**config.mk**
```make
export PLATFORM = sky130hd
export DESIGN_NAME = config_chain_ctrl_flat
export DESIGN_NICKNAME = d
export VERILOG_FILES = /design/src/rtl/config_chain_ctrl_if.sv /design/src/rtl/config_chain_ctrl.sv /design/src/flat_wrapper.sv
export SDC_FILE = /design/constraint.sdc
export NUM_CORES = 1
export LEC_CHECK = 0
export CAP_MARGIN = 20
export CORE_AREA = 2 2 169 188
export CTS_CLUSTER_SIZE = 10
export DETAILED_ROUTE_END_ITERATION = 7
export DIE_AREA = 0 0 171 190
export PLACE_DENSITY = 0.75
export SLEW_MARGIN = 20
export SYNTH_ARGS = -nofsm -noshare
export SYNTH_HDL_FRONTEND = slang
export SYNTH_SLANG_ARGS = --single-unit
```
**constraint.sdc**
```tcl
create_clock -name CLK -period 4.85 [get_ports CLK]
set_clock_uncertainty 0.1 [all_clocks]
set_input_delay 0.97 -clock CLK [delete_from_list [all_inputs] [get_ports CLK]]
set_output_delay 0.97 -clock CLK [all_outputs]
set_load 0.02 [all_outputs]
```
**src/rtl/config_chain_ctrl_if.sv**
```systemverilog
// Serial config link and latched config outputs for config_chain_ctrl.
// The uC side drives SEL/SDI; the loader drives everything else.
interface config_chain_ctrl_if #(
  parameter int STAT_W = 88,
  parameter int DYN_W  = 16,
  parameter int ADDR_W = 7
);
  logic                 SEL;
  logic                 SDI;
  logic                 SDO;
  logic [STAT_W-1:0]    STATCNF;
  logic [DYN_W-1:0]     DYNCNF;
  logic [2**ADDR_W-1:0] AMUXSEL;
  logic                 LOAD_OK;
  logic                 FRAME_ERR;

  modport master (
    output SEL, SDI,
    input  SDO, STATCNF, DYNCNF, AMUXSEL, LOAD_OK, FRAME_ERR
  );

  modport slave (
    input  SEL, SDI,
    output SDO, STATCNF, DYNCNF, AMUXSEL, LOAD_OK, FRAME_ERR
  );
endinterface

```
**src/rtl/config_chain_ctrl.sv**
```systemverilog
// Framed serial configuration loader: opcode header, shadow shift register with
// atomic length-checked commit, readback shifter and one-hot analog-mux decode.
module config_chain_ctrl #(
  parameter int STAT_W = 88,
  parameter int DYN_W  = 16,
  parameter int ADDR_W = 7
) (
  input logic              CLK,
  input logic              RST_N,
  config_chain_ctrl_if.slave bus
);
  localparam int FULL_W = STAT_W + DYN_W + ADDR_W;
  localparam int CNT_W  = $clog2(FULL_W + 2);
  localparam int AMUX_W = 2**ADDR_W;
  localparam logic [CNT_W-1:0] CNT_FULL = CNT_W'(FULL_W);
  localparam logic [CNT_W-1:0] CNT_DYN  = CNT_W'(DYN_W);
  localparam logic [CNT_W-1:0] CNT_MAX  = CNT_W'(FULL_W + 1);

  typedef enum logic [2:0] {IDLE, OPCODE, WDATA, RDATA, EVAL} state_t;

  state_t              state, state_nxt;
  logic [1:0]          op;
  logic [CNT_W-1:0]    cnt;
  logic [FULL_W-1:0]   shadow;
  logic [FULL_W-1:0]   readback;
  logic [STAT_W-1:0]   stat_q;
  logic [DYN_W-1:0]    dyn_q;
  logic [ADDR_W-1:0]   addr_q;
  logic                addr_valid;
  logic                load_ok;
  logic                frame_err;
  logic                sdo;
  logic [AMUX_W-1:0]   amux;

  function automatic logic [CNT_W-1:0] sat_inc(input logic [CNT_W-1:0] c);
    return (c == CNT_MAX) ? c : c + 1'b1;
  endfunction

  always_ff @(posedge CLK or negedge RST_N) begin
    if (!RST_N) state <= IDLE;
    else        state <= state_nxt;
  end

  // op[1] is already held while in OPCODE; SDI on this edge is op[0]
  always_comb begin
    state_nxt = state;
    case (state)
      IDLE:    if (bus.SEL) state_nxt = OPCODE;
      OPCODE:  if (!bus.SEL)    state_nxt = EVAL;
               else if (op[1])  state_nxt = RDATA;
               else             state_nxt = WDATA;
      WDATA,
      RDATA:   if (!bus.SEL) state_nxt = EVAL;
      EVAL:    state_nxt = IDLE;
      default: state_nxt = IDLE;
    endcase
  end

  always_ff @(posedge CLK or negedge RST_N) begin
    if (!RST_N) begin
      op         <= '0;
      cnt        <= '0;
      shadow     <= '0;
      readback   <= '0;
      stat_q     <= '0;
      dyn_q      <= '0;
      addr_q     <= '0;
      addr_valid <= 1'b0;
      load_ok    <= 1'b0;
      frame_err  <= 1'b0;
    end else begin
      load_ok   <= 1'b0;
      frame_err <= 1'b0;
      case (state)
        IDLE: if (bus.SEL) begin
          op  <= {bus.SDI, 1'b0};
          cnt <= '0;
        end
        OPCODE: begin
          if (bus.SEL) begin
            op[0] <= bus.SDI;
            if (op[1]) readback <= {stat_q, dyn_q, addr_q};
          end else begin
            frame_err <= 1'b1;
          end
        end
        WDATA: begin
          if (bus.SEL) begin
            shadow <= {shadow[FULL_W-2:0], bus.SDI};
            cnt    <= sat_inc(cnt);
          end else if (!op[0] && cnt == CNT_FULL) begin
            {stat_q, dyn_q, addr_q} <= shadow;
            addr_valid <= 1'b1;
            load_ok    <= 1'b1;
          end else if (op[0] && cnt == CNT_DYN) begin
            dyn_q   <= shadow[DYN_W-1:0];
            load_ok <= 1'b1;
          end else begin
            frame_err <= 1'b1;
          end
        end
        RDATA: begin
          if (bus.SEL) begin
            readback <= {readback[FULL_W-2:0], 1'b0};
            cnt      <= sat_inc(cnt);
          end else if (op[0]) begin
            frame_err <= 1'b1;
          end else if (cnt >= CNT_FULL) begin
            load_ok <= 1'b1;
          end
        end
        default: ;
      endcase
    end
  end

  always_comb begin
    sdo = 1'b0;
    case (state)
      WDATA:   sdo = shadow[FULL_W-1];
      RDATA:   sdo = readback[FULL_W-1];
      default: sdo = 1'b0;
    endcase
  end

  always_comb begin
    amux = '0;
    if (addr_valid) amux[addr_q] = 1'b1;
  end

  assign bus.SDO       = sdo;
  assign bus.STATCNF   = stat_q;
  assign bus.DYNCNF    = dyn_q;
  assign bus.AMUXSEL   = amux;
  assign bus.LOAD_OK   = load_ok;
  assign bus.FRAME_ERR = frame_err;
endmodule

```
**src/flat_wrapper.sv**
```systemverilog
// flat-port wrapper written by rule: the top's interface ports become plain ports
module config_chain_ctrl_flat 
#(
  parameter int STAT_W = 88,
  parameter int DYN_W  = 16,
  parameter int ADDR_W = 7
)
  (CLK, RST_N, bus_SEL, bus_SDI, bus_SDO, bus_STATCNF, bus_DYNCNF, bus_AMUXSEL, bus_LOAD_OK, bus_FRAME_ERR);
  config_chain_ctrl_if #(.STAT_W(STAT_W), .DYN_W(DYN_W), .ADDR_W(ADDR_W)) bus_i ();
  input logic CLK;
  input logic RST_N;
  input wire logic [$bits(bus_i.SEL)-1:0] bus_SEL;
  input wire logic [$bits(bus_i.SDI)-1:0] bus_SDI;
  output wire logic [$bits(bus_i.SDO)-1:0] bus_SDO;
  output wire logic [$bits(bus_i.STATCNF)-1:0] bus_STATCNF;
  output wire logic [$bits(bus_i.DYNCNF)-1:0] bus_DYNCNF;
  output wire logic [$bits(bus_i.AMUXSEL)-1:0] bus_AMUXSEL;
  output wire logic [$bits(bus_i.LOAD_OK)-1:0] bus_LOAD_OK;
  output wire logic [$bits(bus_i.FRAME_ERR)-1:0] bus_FRAME_ERR;
  assign bus_i.SEL = bus_SEL;
  assign bus_i.SDI = bus_SDI;
  assign bus_SDO = bus_i.SDO;
  assign bus_STATCNF = bus_i.STATCNF;
  assign bus_DYNCNF = bus_i.DYNCNF;
  assign bus_AMUXSEL = bus_i.AMUXSEL;
  assign bus_LOAD_OK = bus_i.LOAD_OK;
  assign bus_FRAME_ERR = bus_i.FRAME_ERR;
  config_chain_ctrl #(.STAT_W(STAT_W), .DYN_W(DYN_W), .ADDR_W(ADDR_W)) u_core (.CLK(CLK), .RST_N(RST_N), .bus(bus_i));
endmodule
```
==> out/qor.yml <==
sta:
  max_freq_mhz: 251
  finalMaxSlewViolations: 0
  setup_viol: 0
  fin_crit_sh_pct: 82.3
  fin_setup_tns_ns: 0
  fin_ws_ns: 0.860
  hold_viol_final: 0
  rsz0062_at_grt: "false"
  min_period_ns: 3.99
  worst_slew_pin_slew_ns: 0.811
  relSlewSlack_pct: 46.0
worst_setup_path:
  path_cells: "nor2b_1 > nand3_1 > nor2_1 > clkdlybuf4s50_1"
  arrival_ns: 2.92
  crit_required_ns: 3.78
  startpoint_type: "register"
  r2r_cells: 7
  r2r-end: "u_core.bus.STATCNF[86]"
  r2r-start: "u_core.cnt[0]"
  crit_path_start: "u_core.addr_q[1]"
  crit_fanout: 15
  path_class: "register to output port"
  crit_path_end: "bus_AMUXSEL[35]"
  cp-end-kind: "output port"
  ff2ff_setup_slack_ns: 1.44
  crit_cells: 4
  path_buf_inv: 1
  critPathSlowestCell: "clkdlybuf4s50_1"
  path_delay_family: "simple AND/OR/NAND/NOR gates"
  max_stage_delay_ns: 0.65
power:
  pwr-share-clk_pct: 43.0
  switching_share_pct: 23.6
  power.net_switching_uw: 1440
  combinationalPowerShare_pct: 7.4
  total_leakage_power_uw: 0.00923
  ir_drop_mv: 0.268
  seq_power_share_pct: 49.6
  power.density_mw_per_mm2: 321
  p_int_uw: 4640
grt:
  use_met1_pct: 24.3
  grt_use_met2_pct: 36.3
  grt.overflow.total: 0
  top_usage_layer: "met2"
  antenna_found_initial: 0
  track_usage_pct: 20.5
  met3_usage_pct: 5.51
  grt_pass1_wl_um: 53400
  grt_pass1_vias: 9973
  grt_max_degree: 165
cells_and_area:
  seq_area_mm2: 0.00871
  fin_area_mm2: 0.0189
  areaGrowthSynthToFinish_pct: 25.1
  antenna_cells: 0
  fin_nets: 1461
  finalNonFillerCells: 1879
  multiInputGateArea_mm2: 0.00605
  fillers: 2434
  drive_gt1_share_pct: 20.8
outcome:
  status: "completed"
routing:
  drcViolationCount: 0
  vias: 9944
  first_iter_violations: 419
  drtPass1Iterations: 5
  routedWlPerCell_um: 17.8
  drt_wl_total_um: 33500
  vias_per_cell: 5.29
  ant_nets: 0
floorplanning:
  rows: 68
  core_area_mm2: 0.0308
  die_h_um: 190
  initial_core_util_pct: 49.1
  die_x_um: 171
  die_area_mm2: 0.0325
  io_pins: 239
yosys:
  synth.distinct_cells: 38
  avgSynthCellArea_um2: 12.2
  syn_area_mm2: 0.0151
  yosys.area.top_type: "dfrtp_1"
  synth_fp_nets: 1248
  synth_warnings: 0
  ys_seq_area_share_pct: 57.5
  yosysTopAreaCellShare_pct: 57.5
  synth-seq-cells: 348
  synthTopCellsByArea: "dfrtp_1 58%, mux2_2 15%, mux2i_1 7.3%"
  synthCells: 1242
clock_network:
  cts_max_level: 2
  clk_pin_slew_worst_paths_ns: 0.05
  root_buffer: "clkbuf_16"
  cts_buffers: 41
  postCtsSetupBuffers: 0
  cts_max_path_buffers: 3
  hold_buffers: 0
  clk_latency_ns: 0.52
  clkSinkCount: 348
  cts_tree: "built"
  cts_resized: 0
place:
  dp_cells: 1831
  numPortBuffers: 238
  dpl.hpwl_um: 22100
  placed_cell_area_mm2: 0.0178
  place_ws_ns: 1.07
  gp_congestion: 0.894
run:
  cap_violations: 0
min_path:
  min_path_type: "register to register"
per-layer routing:
| metal | wire length (um) | vias up |
|---|---|---|
| met5 | 0 | - |
| met4 | 807 | 0 |
| met3 | 2360 | 51 |
| met2 | 16700 | 288 |
| met1 | 13600 | 4915 |
| li1 | - | 4690 |
tightest hold or removal path, delay by kind of cell (launching register included):
| kind | cells | cell delay (ns) |
|---|---|---|
| simple gates | 1 | 0.04 |
| flops | 1 | 0.34 |
| compound gates | 1 | 0.06 |
area by class of cell:
| cell class | instances | area share [%] |
|---|---|---|
| clock buffer | 44 | 5.59 |
| clock inverter | 3 | 0.159 |
| inverter | 5 | 0.0991 |
| multi-input combinational | 807 | 32.0 |
| sequential | 348 | 46.0 |
| tap | 420 | 2.78 |
| timing repair buffer | 252 | 13.4 |
flip-flops by register name, summed over array words and instances, names as in the netlist:
register,count
u_core.op,2
u_core.bus.LOAD_OK,1
u_core.state,3
u_core.bus.DYNCNF,16
u_core.bus.STATCNF,88
u_core.bus.FRAME_ERR,1
u_core.cnt,7
u_core.addr_q,7
u_core.addr_valid,1
u_core.readback,111
u_core.shadow,111
worst min path at each step:
stage,startpoint,endpoint,cells past startpoint,slack (ns)
floorplan,u_core.readback[100],u_core.readback[100],2,0.35
global placement,u_core.readback[88],u_core.readback[88],2,0.36
detailed placement,u_core.readback[92],u_core.readback[92],2,0.37
CTS,u_core.readback[88],u_core.readback[88],2,0.38
global route,u_core.readback[69],u_core.readback[69],2,0.41
finish,u_core.readback[6],u_core.readback[6],2,0.38
synthesized netlist by cell type:
master / count
nand3_2: 1
o211ai_1: 1
mux2_2: 199
o311ai_0: 1
nand4bb_1: 1
nand4_1: 4
and4_1: 1
buf_2: 5
o21bai_1: 1
buf_1: 5
nor2b_1: 10
nor2_1: 125
a41oi_1: 1
buf_4: 1
o31ai_1: 1
or4_4: 2
o21ai_0: 119
inv_1: 5
nand2_1: 136
nor4_1: 2
or4_1: 1
mux2_4: 39
a21oi_1: 5
nor3_1: 11
mux2i_1: 111
nand2b_1: 5
or4b_1: 1
dfrtp_1: 348
a21o_1: 1
a2111oi_4: 1
or3_1: 5
a21boi_0: 1
ha_1: 2
buf_6: 7
nand3_1: 14
clkbuf_1: 64
nor3b_1: 2
and3_1: 3
per-stage QoR:
step                power (uW)  hold WS [ns]  utilization, %
floorplan                 3360         0.349               -
global placement          3510         0.360            57.9
detailed placement        3520         0.369            57.9
CTS                       6150         0.382            61.4
global route              6310         0.406            61.5
finish                    6070         0.376            61.5
cell usage in the layout (no fill, tap or decap), types with 2 or more instances in the layout:
master           count
a21oi_1              5
and3_1               3
buf_12               4
buf_4               10
clkbuf_1             2
clkbuf_16           42
clkdlybuf4s50_1    237
dfrtp_1            348
ha_1                 2
inv_1                5
mux2_2             199
mux2_4              39
mux2i_1            111
nand2_1            135
nand2b_1             5
nand3_1             14
nand4_1              4
nor2_1             125
nor2b_1             10
nor3_1              11
nor4_1               2
o21ai_0            119
or3_1                5
or4_4                2
power by group through the flow:
stage	combinational (uW)	clock, uW	sequential [uW]
finish	447	2610	3010
global route	496	2800	3020
CTS	458	2680	3010
detailed placement	456	0	3060
global placement	450	0	3060
floorplan	330	0	3030
cells by family (layout without fill, tap and decap cells):
family,Yosys count,in the layout,synth area share (%)
DFF,348,348,57.5
buffers and inverters,87,304,2.57
and+or+nand+nor,324,324,9.06
adders and majority gates,2,2,0.165
muxes,349,349,26.0
AOI/OAI and AO/OA,132,132,4.65
(Power assumes the default switching activity.)
